<file path="src/rtl/vram_write_scheduler.sv">
// Arbitrates the single VRAM write port between per-cell character writes and
// bulk fill commands that expand into one beat per cell over a row/column span.
module vram_write_scheduler #(
    parameter int unsigned ROWS  = 32,
    parameter int unsigned COLS  = 80,
    parameter int unsigned ROW_W = 5,
    parameter int unsigned COL_W = 7
) (
    input  logic               clk,
    input  logic               reset,
    output logic               char_ready,
    input  logic               char_valid,
    input  logic [ROW_W-1:0]   char_row,
    input  logic [COL_W-1:0]   char_col,
    input  logic [7:0]         char_byte,
    output logic               fill_ready,
    input  logic               fill_valid,
    input  logic [ROW_W-1:0]   fill_row,
    input  logic [ROW_W:0]     fill_rows,
    input  logic [COL_W-1:0]   fill_col_first,
    input  logic [COL_W-1:0]   fill_col_last,
    input  logic [7:0]         fill_byte,
    output logic               busy,
    input  logic               vram_ready,
    output logic               vram_valid,
    output logic [ROW_W-1:0]   vram_row,
    output logic [COL_W-1:0]   vram_col,
    output logic [7:0]         vram_byte
);

    localparam int unsigned RCNT_W = ROW_W + 1;
    localparam logic [ROW_W-1:0]  ROW_MAX  = ROW_W'(ROWS - 1);
    localparam logic [COL_W-1:0]  COL_MAX  = COL_W'(COLS - 1);
    localparam logic [RCNT_W-1:0] ROWS_CNT = RCNT_W'(ROWS);

    typedef enum logic [1:0] {
        IDLE = 2'd0,
        CHAR = 2'd1,
        FILL = 2'd2
    } state_t;

    state_t              state_q, state_d;
    logic [ROW_W-1:0]    row_q, row_d;
    logic [COL_W-1:0]    col_q, col_d;
    logic [7:0]          byte_q, byte_d;
    logic [COL_W-1:0]    col_first_q, col_first_d;
    logic [COL_W-1:0]    col_last_q, col_last_d;
    logic [RCNT_W-1:0]   rows_left_q, rows_left_d;
    logic                vram_valid_q, vram_valid_d;
    logic                busy_q, busy_d;

    logic [COL_W-1:0]    col_last_c;
    logic [RCNT_W-1:0]   rows_c;
    logic                fill_nop_c;

    // State and datapath registers
    always_ff @(posedge clk or posedge reset) begin
        if (reset) begin
            state_q      <= IDLE;
            row_q        <= '0;
            col_q        <= '0;
            byte_q       <= '0;
            col_first_q  <= '0;
            col_last_q   <= '0;
            rows_left_q  <= '0;
            vram_valid_q <= 1'b0;
            busy_q       <= 1'b0;
        end else begin
            state_q      <= state_d;
            row_q        <= row_d;
            col_q        <= col_d;
            byte_q       <= byte_d;
            col_first_q  <= col_first_d;
            col_last_q   <= col_last_d;
            rows_left_q  <= rows_left_d;
            vram_valid_q <= vram_valid_d;
            busy_q       <= busy_d;
        end
    end

    // Next-state, acceptance and fill-walk logic
    always_comb begin
        state_d     = state_q;
        row_d       = row_q;
        col_d       = col_q;
        byte_d      = byte_q;
        col_first_d = col_first_q;
        col_last_d  = col_last_q;
        rows_left_d = rows_left_q;
        char_ready  = 1'b0;
        fill_ready  = 1'b0;

        col_last_c = (fill_col_last > COL_MAX) ? COL_MAX : fill_col_last;
        rows_c     = (fill_rows > ROWS_CNT) ? ROWS_CNT : fill_rows;
        fill_nop_c = (rows_c == '0) || (fill_col_first > col_last_c);

        case (state_q)
            IDLE: begin
                char_ready = 1'b1;
                fill_ready = ~char_valid;
                if (char_valid) begin
                    row_d   = char_row;
                    col_d   = char_col;
                    byte_d  = char_byte;
                    state_d = CHAR;
                end else if (fill_valid && !fill_nop_c) begin
                    row_d       = fill_row;
                    col_d       = fill_col_first;
                    byte_d      = fill_byte;
                    col_first_d = fill_col_first;
                    col_last_d  = col_last_c;
                    rows_left_d = rows_c;
                    state_d     = FILL;
                end
            end
            CHAR: begin
                char_ready = vram_ready;
                if (vram_ready) begin
                    if (char_valid) begin
                        row_d  = char_row;
                        col_d  = char_col;
                        byte_d = char_byte;
                    end else begin
                        state_d = IDLE;
                    end
                end
            end
            FILL: begin
                if (vram_ready) begin
                    if (col_q != col_last_q) begin
                        col_d = col_q + COL_W'(1);
                    end else if (rows_left_q > RCNT_W'(1)) begin
                        // Row wraps to follow the circular screen buffer
                        col_d       = col_first_q;
                        row_d       = (row_q == ROW_MAX) ? '0 : row_q + ROW_W'(1);
                        rows_left_d = rows_left_q - RCNT_W'(1);
                    end else begin
                        state_d = IDLE;
                    end
                end
            end
            default: state_d = IDLE;
        endcase

        if (reset) begin
            char_ready = 1'b0;
            fill_ready = 1'b0;
        end

        vram_valid_d = (state_d != IDLE);
        busy_d       = (state_d != IDLE);
    end

    assign vram_valid = vram_valid_q;
    assign busy       = busy_q;
    assign vram_row   = row_q;
    assign vram_col   = col_q;
    assign vram_byte  = byte_q;

endmodule
</file>
<file path="config.mk">
export PLATFORM = sky130hd
export DESIGN_NAME = vram_write_scheduler
export DESIGN_NICKNAME = d
export VERILOG_FILES = /design/src/rtl/vram_write_scheduler.sv
export SDC_FILE = /design/constraint.sdc
export NUM_CORES = 1
export LEC_CHECK = 0
export ABC_AREA = 1
export ABC_CLOCK_PERIOD_IN_PS = 1700
export CORE_ASPECT_RATIO = 1.4
export CORE_MARGIN = 3
export CORE_UTILIZATION = 44
export CTS_CLUSTER_DIAMETER = 60
export DETAILED_ROUTE_END_ITERATION = 10
export GPL_TIMING_DRIVEN = 0
export PLACE_DENSITY = 0.77
export SYNTH_ARGS = -nofsm -noshare
export SYNTH_HDL_FRONTEND = slang
export SYNTH_SLANG_ARGS = --single-unit
export TNS_END_PERCENT = 20
</file>
<file path="constraint.sdc">
create_clock -name clk -period 1.7 [get_ports clk]
set_clock_uncertainty 0.05 [all_clocks]
set_input_delay 0.51 -clock clk [delete_from_list [all_inputs] [get_ports clk]]
set_output_delay 0.51 -clock clk [all_outputs]
set_load 0.01 [all_outputs]
</file>
==> flow_summary.ini <==
[run_status]
status = complete, but fails checks
violations = setup timing

[floorplanning]
die_y_um = 104
die_area_sq_um = 7940
rows = 35
ios = 82
coreArea_sq_um = 6660
floorplan.initialDensity_pct = 45.6
dieWidth_um = 76.2

[timing]
hold_violations = 0
finalSetupViolCount = 45
period_minus_slack_ps = 2320
relSlewSlack_pct = 61.3
rsz0062_at_grt = yes
fmax_mhz = 431
worst_pin_slew_ps = 581
slew_violations = 0
setup_ws_ps = -623
fin_crit_sh_pct = 137

[drt]
via_per_inst = 5.26
ant_nets = 0
drc = 0
first_pass_iters = 4
via_count = 3189
wirelength_um = 9260
drt_iter0_drc = 226
wl_per_cell_um = 15.3

[setup_path]
cp.arrival_ps = 2460
reg2reg_slack_ps = -580
crit_path_top_delay_cell = ha_4
crit_family = simple AND/OR/NAND/NOR gates
criticalPathCategory = in2reg
regToRegStartpoint = state_q[1]
worstSetupStartpointType = primary input
path_cells = buf_8 > o21ai_4 > nand2_2 > ha_4 > a21oi_4 > nor2_2 > a211oi_2 > nand2_1 > nand2_2 > nand2_4 > nand3_4 > nand3_4 > buf_12 > buf_8 > nand2_2 > o21ai_2
r2r-end = vram_col[1]
cp_slowest_stage_delay_ps = 270
path_max_fanout = 5
rr_worst_depth = 12
worstSetupEndpointType = flop
required_ps = 1840
crit_start = fill_col_last[5]
path_buf_inv = 3
crit_top_cell = nand2_2

[power_and_ir_drop]
power_mw = 7.62
power_frac_comb_pct = 65.8
intPower_mw = 4.13
switchingPower_mw = 3.48
peakVddDrop_uv = 795
power_leakage_nw = 2.12
p_per_area_nw_per_um2 = 1680
seqPwrFrac_pct = 26.2
swShare_pct = 45.7
p_clk_share_pct = 8.1

[placed_design]
gp_congestion = 0.893
place_hpwl_um = 6470
dp_cells = 571
io_buffer_count = 81

[cells_and_area]
syn_to_final_growth_pct = 49.6
final_cell_mix = nand2_1 (93), clkdlybuf4s50_1 (47), dfrtp_1 (36)
nNetsFinal = 589
drive_above_1_share_pct = 25.1
antenna_cells = 0
final_common_cell = nand2_1
final_cells = 606

[synthesis]
yosysTopAreaCellShare_pct = 35.5
yosys_register_bits = 43
yosysSeqAreaShare_pct = 35.5
synth_area_leaders = dfrtp_1 (35%), nand2_1 (14%), o21ai_0 (8.1%), ha_1 (6.6%), inv_1 (5.2%)
yosysUniqueCellTypes = 38
postSynthAreaPerCell_sq_um = 7.64
syn_nets = 471
yosysTopAreaCell = dfrtp_1
synth_cells = 397
syn_area_sq_um = 3030
synth-warning-count = 0

[clock_tree]
cts_max_level = 2
clockRootBuffer = clkbuf_8
cts_tree = yes
path_clk_slew_ps = 80
clock-sinks = 43
cts-buffers-inserted = 5
cts.path.max_buffers = 2
insertion_delay_ps = 300

[global_routing]
antenna_found_initial = 0
grt_max_degree = 38
grt_pass1_vias = 3252
grt_pass1_wl_um = 15000
grt_overflow = 0
grtUsageTotal_pct = 22.9

[min_path]
hold_class = in2async

[job]
max_cap_violations = 0
cell type report:
class	count	area, sq um
Fill cell	565	2120
Timing Repair Buffer	110	1070
Tap cell	92	115
Inverter	45	173
Multi-Input combinational cell	297	1910
Buffer	13	114
Clock buffer	6	72.6
Sequential cell	43	1080
metrics by stage:
stage / area, sq um / util, % / hold slack (ps) / setup TNS (ps) / setup WS, ps
5_1_grt: 4540 / 68.2 / 459 / -26660 / -724
6_report: 4540 / 68.2 / 438 / -22220 / -623
2_1_floorplan: 3080 / - / 403 / -20700 / -533
3_5_place_dp: 4020 / 60.5 / 426 / -58900 / -1460
4_1_cts: 4430 / 66.5 / 437 / -21490 / -582
3_3_place_gp: 4000 / 60.2 / 418 / -95810 / -1400
per-layer routing:
metal  track usage (%)  routed length [um]
met1              24.8                3420
met2              43.0                5180
met3              3.38                 380
met4              10.8                 281
met5                 0                   0
timing repair:
| action | CTS | global route |
|---|---|---|
| setup buffers | 23 | 1 |
| hold buffers | 0 | 0 |
| cloned | 4 | 1 |
| pin swaps | 20 | 4 |
| resized for setup | 114 | 35 |
| endpoints found under the setup margin | 67 | 46 |
cell families after synthesis:
family,Yosys count,share of synthesized area [%]
compound gates,93,18.3
xor+xnor,16,4.62
fa+ha+maj,16,6.60
buf+inv,58,8.29
flops,43,35.5
mux,8,2.64
simple gates,163,24.1
worst register-to-register path, cell delays in order (launching register included):
cell and delay, ps:
dfrtp_1 390, buf_4 150, ha_1 260, clkinv_2 170, nor2_1 90, a211oi_1 280
o21ai_1 140, inv_1 120, nand3_4 130, buf_12 160, buf_8 120, nand2_2 50
o21ai_2 50
flip-flops by register name, summed over array words and instances (netlist names):
name         count
busy             1
col_first_q      7
col_last_q       7
rows_left_q      6
state_q          2
vram_byte        8
vram_col         7
vram_row         5
synth_stat cells (all sizes together):
library cell	number
a21oi	14
ha	16
buf	9
xnor2	6
dfrtp	43
xor2	10
inv	43
clkbuf	4
clkinv	2
nand3b	4
o31ai	1
and2	1
o22ai	2
o21ai	63
mux2i	8
nand3	16
a211oi	3
a22o	1
nor3	2
o211ai	6
nand2	118
nor2	20
nor4	1
a32o	3
or2	1
power groups by stage:
stage                     combinational (mW)  sequential [mW]  clock [mW]
final                                   5.01             1.99       0.614
after global routing                    5.52             2.05       0.652
after CTS                               4.64             1.96       0.628
after detailed placement                4.09             1.96           0
after global placement                  3.99             1.95           0
after floorplan                         2.66             1.99           0
worst max path at each step:
stage	endpoint	cells after the start
5_1_grt	vram_col[4]	11
3_3_place_gp	col_last_q[3]	15
3_5_place_dp	col_last_q[6]	14
4_1_cts	vram_col[1]	15
2_1_floorplan	col_last_q[1]	14
6_report	vram_col[1]	16
Power figures use the tool's default switching activity.
